===== src/rtl/riscv_pkg.sv =====
// Shared encodings for the pipelined RISC-V core: write-back source selects and load funct3 codes.
package riscv_pkg;

  localparam logic [1:0] WB_SEL_ALU  = 2'b00;
  localparam logic [1:0] WB_SEL_LOAD = 2'b01;
  localparam logic [1:0] WB_SEL_PC4  = 2'b10;
  localparam logic [1:0] WB_SEL_IMM  = 2'b11;

  localparam logic [2:0] F3_LB  = 3'b000;
  localparam logic [2:0] F3_LH  = 3'b001;
  localparam logic [2:0] F3_LW  = 3'b010;
  localparam logic [2:0] F3_LBU = 3'b100;
  localparam logic [2:0] F3_LHU = 3'b101;

endpackage


===== src/rtl/load_extend.sv =====
// Combinational load extraction: picks the addressed byte/halfword out of an aligned word
// and sign- or zero-extends it.
module load_extend
  import riscv_pkg::*;
#(
  parameter int unsigned N = 32
) (
  input  logic [2:0]   funct3,
  input  logic [1:0]   addrLo,
  input  logic [N-1:0] readData,
  output logic [N-1:0] extData
);

  logic [7:0]  byteVal;
  logic [15:0] halfVal;

  always_comb begin
    unique case (addrLo)
      2'd0:    byteVal = readData[7:0];
      2'd1:    byteVal = readData[15:8];
      2'd2:    byteVal = readData[23:16];
      default: byteVal = readData[31:24];
    endcase
    // Halfword accesses only look at addrLo[1]; a misaligned bit 0 is ignored.
    halfVal = addrLo[1] ? readData[31:16] : readData[15:0];
  end

  always_comb begin
    case (funct3)
      F3_LB:   extData = {{(N-8){byteVal[7]}}, byteVal};
      F3_LBU:  extData = {{(N-8){1'b0}}, byteVal};
      F3_LH:   extData = {{(N-16){halfVal[15]}}, halfVal};
      F3_LHU:  extData = {{(N-16){1'b0}}, halfVal};
      default: extData = readData;
    endcase
  end

endmodule


===== src/rtl/mem_wb_stage.sv =====
// MEM/WB pipeline register and write-back stage: load extraction, write-back select,
// register-file write port and the retired-instruction counter.
module mem_wb_stage
  import riscv_pkg::*;
#(
  parameter int unsigned N = 32
) (
  input  logic         clk,
  input  logic         rst,
  input  logic         stall,
  input  logic         flush,
  input  logic         mem_valid,
  input  logic         mem_reg_write,
  input  logic [4:0]   mem_rd,
  input  logic [1:0]   mem_wb_sel,
  input  logic [2:0]   mem_funct3,
  input  logic [1:0]   mem_addr_lo,
  input  logic [N-1:0] mem_alu_result,
  input  logic [N-1:0] mem_read_data,
  input  logic [N-1:0] mem_pc_plus4,
  input  logic [N-1:0] mem_imm,
  output logic         RegWrite,
  output logic [4:0]   WriteReg,
  output logic [N-1:0] WriteData,
  output logic         wb_valid,
  output logic [63:0]  instret
);

  logic         validQ;
  logic         regWriteQ;
  logic [4:0]   rdQ;
  logic [N-1:0] dataQ;
  logic [N-1:0] dataD;
  logic [N-1:0] loadData;
  logic [63:0]  instretQ;
  logic [63:0]  instretD;
  logic         capture;

  load_extend #(
    .N(N)
  ) u_load_extend (
    .funct3  (mem_funct3),
    .addrLo  (mem_addr_lo),
    .readData(mem_read_data),
    .extData (loadData)
  );

  assign capture = !flush && !stall;

  always_comb begin
    case (mem_wb_sel)
      WB_SEL_LOAD: dataD = loadData;
      WB_SEL_PC4:  dataD = mem_pc_plus4;
      WB_SEL_IMM:  dataD = mem_imm;
      default:     dataD = mem_alu_result;
    endcase
  end

  always_comb begin
    instretD = instretQ;
    if (capture && mem_valid) instretD = instretQ + 64'd1;
  end

  always_ff @(posedge clk or posedge rst) begin
    if (rst) begin
      validQ    <= 1'b0;
      regWriteQ <= 1'b0;
      rdQ       <= '0;
      dataQ     <= '0;
      instretQ  <= '0;
    end else begin
      if (flush) begin
        validQ    <= 1'b0;
        regWriteQ <= 1'b0;
      end else if (!stall) begin
        validQ    <= mem_valid;
        regWriteQ <= mem_valid & mem_reg_write;
        rdQ       <= mem_rd;
        dataQ     <= dataD;
      end
      instretQ <= instretD;
    end
  end

  // x0 is hardwired to zero, so never present a write to it.
  assign RegWrite  = validQ & regWriteQ & (rdQ != 5'd0);
  assign WriteReg  = rdQ;
  assign WriteData = dataQ;
  assign wb_valid  = validQ;
  assign instret   = instretQ;

endmodule


===== config.mk =====
export PLATFORM = sky130hd
export DESIGN_NAME = mem_wb_stage
export DESIGN_NICKNAME = d
export VERILOG_FILES = /design/src/rtl/riscv_pkg.sv /design/src/rtl/load_extend.sv /design/src/rtl/mem_wb_stage.sv
export SDC_FILE = /design/constraint.sdc
export NUM_CORES = 1
export LEC_CHECK = 0
export CAP_MARGIN = 15
export CORE_MARGIN = 3
export CORE_UTILIZATION = 43
export DETAILED_ROUTE_END_ITERATION = 10
export PLACE_DENSITY = 0.93
export RECOVER_POWER = 50
export SLEW_MARGIN = 20
export SYNTH_ARGS = -nofsm -noshare
export SYNTH_HDL_FRONTEND = slang
export SYNTH_SLANG_ARGS = --single-unit

===== constraint.sdc =====
create_clock -name clk -period 4.1 [get_ports clk]
set_clock_uncertainty 0.15 [all_clocks]
set_input_delay 0.615 -clock clk [delete_from_list [all_inputs] [get_ports clk]]
set_output_delay 0.615 -clock clk [all_outputs]
set_load 0.01 [all_outputs]

# After elaboration in Yosys (flattened, before gate mapping)
# Index checks and enable logic that the tools add are counted.
[word_totals] ff_bits=103 in_bits=146 word_cells=36 output_inout_bits=103
[classes] n_eq_ne=9 n_reduce_logical=8 bitwise=5 n_addsub=1 mux=8
[op_table] op="$pmux 32 s4" count=1
[op_table] op="$pmux 32 s3" count=1
[op_table] op="$add 64x1->64 const B" count=1
[op_table] op="$pmux 8 s3" count=1
[op_table] op="$mux 16" count=1
[op_table] op="$eq 2x2->1 const B" count=3
[op_table] op="$eq 3x3->1 const B" count=2
[op_table] op="$reduce_bool 5->1" count=1
[op_table] op="$eq 2x1->1 const B" count=2
[op_table] op="$mux 1" count=4
[op_table] op="$and 1x1->1" count=3
[op_table] op="$eq 3x1->1 const B" count=1
[op_table] op="$logic_not 3->1" count=1
[op_table] op="$logic_and 1x1->1" count=2
[op_table] op="$logic_not 1->1" count=2
[op_table] op="$logic_not 2->1" count=1
[op_table] op="$ne 2x1->1 const B" count=1
[op_table] op="$not 1->1" count=2
[op_table] op="$reduce_and 2->1" count=1

# Depth between registers and ports, before layout
[depth] ltp_word=4 ltp_mapped=7 ltp_nobuf=6

# Modules after synthesis
# A second synthesis with hierarchy kept.
[hier_totals] cells_unflattened=541 hier_area_um2=6227.2
[by_module_without_submodules] module="mem_wb_stage" area_per_inst_um2=5257.5 seq_area_each_um2=2577.5 instances=1 cells_per_inst=408
[by_module_without_submodules] module="load_extend" area_per_inst_um2=969.7 seq_area_each_um2=0.0 instances=1 cells_per_inst=133

# Worst setup path before layout
# Ideal clock, no wire load.
[synth_path] path_kind="input port to flip-flop" startpoint="in mem_addr_lo[1]" endpoint="reg dataQ[1], in the netlist WriteData[1]" t_required_ns=3.825 setup_slack_ns=1.654 path_stages=6 setup_time_ns=0.125 arrival_time_ns=2.171 path_buffers=2 cell_sequence="buf_4 buf_1 mux2i_1 a221oi_1 mux4_2 mux2_2"
[synth_via] elab_chain_len=4 word_cells_on_any_way=7 classes_between="2 x eq/ne; 4 x mux; 1 x reduce/logical"
[synth_rtl] item="from (decl)" line_no="mem_wb_stage.sv:17" source="input logic [1:0] mem_addr_lo,"
[synth_rtl] item="$eq 2x2->1, or another cell as far along" line_no="load_extend.sv:18" source="unique case (addrLo)"
[synth_rtl] item="$pmux 8 s3" line_no="load_extend.sv:18"
[synth_rtl] item="$pmux 32 s4 *" line_no="load_extend.sv:29" source="case (funct3)"
[synth_rtl] item="$pmux 32 s3 *" line_no="mem_wb_stage.sv:51" source="case (mem_wb_sel)"
[synth_rtl] item="to (signal assigned)" line_no="mem_wb_stage.sv:79" source="dataQ <= dataD;"
[synth_rtl] item="to (decl)" line_no="mem_wb_stage.sv:32" source="logic [N-1:0] dataQ;"
# Every way passes the cells marked *; elsewhere a longest branch is shown, timed or not.
# A chain may end at the register's enable or synchronous reset.

# Worst setup path after layout
[layout_path] startpoint="in stall" endpoint="reg instretQ[43], in the netlist instret[43]"
[layout_via] elab_chain_len=3
[layout_rtl] item="from (decl)" line_no="mem_wb_stage.sv:10" source="input logic stall,"
[layout_rtl] item="$logic_not 1->1"
[layout_rtl] item="$logic_and 1x1->1" line_no="mem_wb_stage.sv:48" source="assign capture = !flush && !stall;"
[layout_rtl] item="$logic_and 1x1->1" line_no="mem_wb_stage.sv:61" source="if (capture && mem_valid) instretD = instretQ + 64'd1;"
[layout_rtl] item="to (signal assigned)" line_no="mem_wb_stage.sv:81" source="instretQ <= instretD;"
[layout_rtl] item="to (decl)" line_no="mem_wb_stage.sv:35" source="logic [63:0] instretQ;"
# No other way between the ends.

==> metrics.md <==
| Metric | Value |
|---|---|
| Post-synth top flop | dfrtp_1 |
| Routability cong. | approximately 0.96 |
| Num ports | 249 |
| Total of max-cap violations | 0 |
| Top Metal Used | met4 |
| Top cells by area, synth | dfrtp_1, xnor2_1, mux2i_1 |
| Routed WL per cell | 18.7 um |
| Worst path depth | 6 |
| Clock Pin Slew Worst Setup and Hold Paths | roughly 0.07 ns |
| Crit Reg-Reg Endpoint | instret[54] |
| Met2 wire length | slightly below 10000 um |
| Critical path required time | 4.22 ns |
| Vias in the first global route | roughly 5400 |
| Num CTS Buffers | 9 |
| EDFF count, synth | 0 |
| Crit. End Element | register |
| Final wirelength | 18500 um |
| Wire length on met3 | 1310 um |
| Total track usage | between 20% and 30% |
| Core ar. | ~13000 um^2 |
| Worst min path class | register to register |
| Grt total ovfl | 0 |
| CP endpoint | instret[43] |
| Reg2Reg Setup Slack | ~1.5 ns |
| Fin cells | approximately 990 |
| Critical path startpoint | stall |
| Leakage | approximately 3.6 nW |
| Postcts setup bufs | 0 |
| CTS tree | done |
| Reg2reg start | instret[26] |
| Most frequent cells in the layout | clkdlybuf4s50_1, dfrtp_1, nor2_1 |
| Status | finished, final reports clean |
| Leading area contributor after synthesis | dfrtp_1 |
| Yosys warns | 0 |
| DR DRC count | 0 |
| Layout cells sized above 1 | around 7.5% |
| Pin count of the biggest net entering global routing | 74 |
| Worst-path cell chain | dlygate4sd3_1 > or3b_1 > nor4_4 > nand4_2 > nor3_1 > xor2_1 |
| Die area | 14700 um^2 |
| DRT met1 WL | approximately 7000 um |
| Sink Count | approximately 100 |
| Final Slew Violations | 0 |
| Post-cts resize count | 0 |
| Post-Synthesis Cell Area | around 5700 um^2 |
| Syn avg cell area | 10.1 um^2 |
| Net count after synthesis | 717 |
| Dpl cells | roughly 970 |
| Layout Nets | approximately 960 |
| Vias/cell | ~5.5 |
| Library cells used by synthesis | 50 |
| Max H-tree Level | 3 |
| CP bufs+invs | 1 |
| Post-DRT Antenna Nets | 0 |
| Peak VDD IR | around 0.17 mV |
| Slew @ Worst Pin | roughly 0.9 ns |
| Sequential share of the synthesized area | 45.0% |
| Worst-Skew Late Latency | approximately 0.34 ns |
| Post-synth top area share | between 40 and 50% |
| Mapped Cells | 570 |
| Critical Setup Path Class | input pin to register |
| Family with the most delay on the worst path | simple AND/OR/NAND/NOR gates |
| Crit path largest cell delay | around 0.62 ns |
| Fmax | 0.348 GHz |
| #FFs+latches synth | around 100 |
| Setup TNS | 0 ns |
| CTS Buffer Depth | 2 |
| Final period utilization | between 70% and 80% |
| Worst slew margin | between 30% and 40% |
| DRT iter0 DRCs | approximately 440 |
| Inserted Diodes | 0 |
| RSZ-0062 raised after global routing | false |
| # hold bufs at CTS | 0 |
| Maximum fanout count along the critical path | 7 |
| DR vias | 5387 |
| Clock Tree Root | clkbuf_16 |
| Design Power | roughly 2.7 mW |
| Setup violators final | 0 |
| Layout overhead on the synthesized area | 51.8% |
| IO Port Bufs | about 250 |
| R2R cell count | 5 |
| Fin. Hold Viols | 0 |
| Filler Cell Count | 995 |
| Post-detail-place hpwl | between 10000 and 15000 um |
| Worst path slowest cell | dlygate4sd3_1 |
| Die width | 121 um |
| Crit path time final | 2.88 ns |
| Power Dens Cells | 316 nW/um^2 |
| Crit start category | input pin |
| Initial antenna violation count | 0 |
| Die H | between 100 and 150 um |
| Worst Path Arrival | roughly 3.0 ns |
| Asr flop ratio synth | between 90% and 100% |
| Pre-antenna DRT Iters | 7 |
| First-pass GRT wire length | 29100 um |
| Most common cell after layout, fill and taps aside | clkdlybuf4s50_1 |
| Starting Density | 44.7% |
| Row Count | 41 |
[logic make-up (layout without fill, tap and decap cells)]
logic type | count (synthesis) | in the layout | synth area share, %
flops | 103 | 103 | 45.0
mux | 52 | 52 | 11.2
xor+xnor | 63 | 63 | 9.63
simple gates | 214 | 214 | 19.8
fa+ha+maj | 1 | 1 | 0.218
buf+inv | 45 | 288 | 3.08
compound gates | 92 | 92 | 11.1
[how the worst min path moves through the flow]
stage / slack, ns / to / startpoint / depth (start not counted)
2_1_floorplan: 0.35 / instret[63] / instret[63] / 1
3_3_place_gp: 0.33 / instret[63] / instret[63] / 1
3_5_place_dp: 0.31 / instret[63] / instret[63] / 1
4_1_cts: 0.34 / instret[63] / instret[63] / 1
5_1_grt: 0.34 / instret[63] / instret[63] / 1
6_report: 0.33 / instret[63] / instret[63] / 1
[Yosys cell counts (all sizes together) (9+ instances only)]
master	n
a21oi	21
a22oi	17
clkbuf	22
dfrtp	103
inv	15
mux2	9
mux2i	34
mux4	9
nand2	43
nand3	29
nand4	13
nor2	64
nor2b	10
nor3	15
nor4	15
o211ai	16
xnor2	40
xor2	23
[stage by stage]
stage          worst slack (ns)  cell area [um^2]  utilization, %  hold WS, ns
6_report                   1.22              8690            67.8        0.328
4_1_cts                    1.31              8700            67.8        0.335
3_5_place_dp              0.956              8370            65.3        0.314
3_3_place_gp               1.02              8370            65.3        0.326
5_1_grt                    1.06              8690            67.8        0.336
2_1_floorplan             0.631              5730               -        0.354
[cell type report]
type                       count  area, um^2  share of cell area (%)
clock buffer                  11         243                    2.79
clock inverter                 5        87.6                    1.01
timing repair buffer         257        2530                    29.1
multi-input combinational    422        2980                    34.3
inverter                      15        58.8                   0.676
sequential                   103        2580                    29.6
tap                          172         215                    2.48
[worst reg2reg max path, cell delays in order (launching register included)]
cell and delay, ns:
dfrtp_1 0.45, nand4_1 0.26, nor4_2 0.52, nand2_1 0.43, nor4_1 0.57, xor2_1 0.13
[sequential cells by signal, summed over array words and instances (netlist names)]
name and count:
WriteData 32, wb_valid 1, instret 64, regWriteQ 1, WriteReg 5
[routing by layer]
metal / vias to the layer above / global-route usage (%)
met5: - / 0
met4: 0 / 7.49
met3: 23 / 5.41
met2: 251 / 45.1
met1: 2573 / 29.7
li1: 2540 / -
[report_power, final]
part	internal, mW	total (mW)	switching [mW]
sequential	1.10	1.17	0.0680
combinational	0.360	0.620	0.260
clock	0.559	0.960	0.400
total	2.02	2.75	0.729
Power figures use the tool's default switching activity.
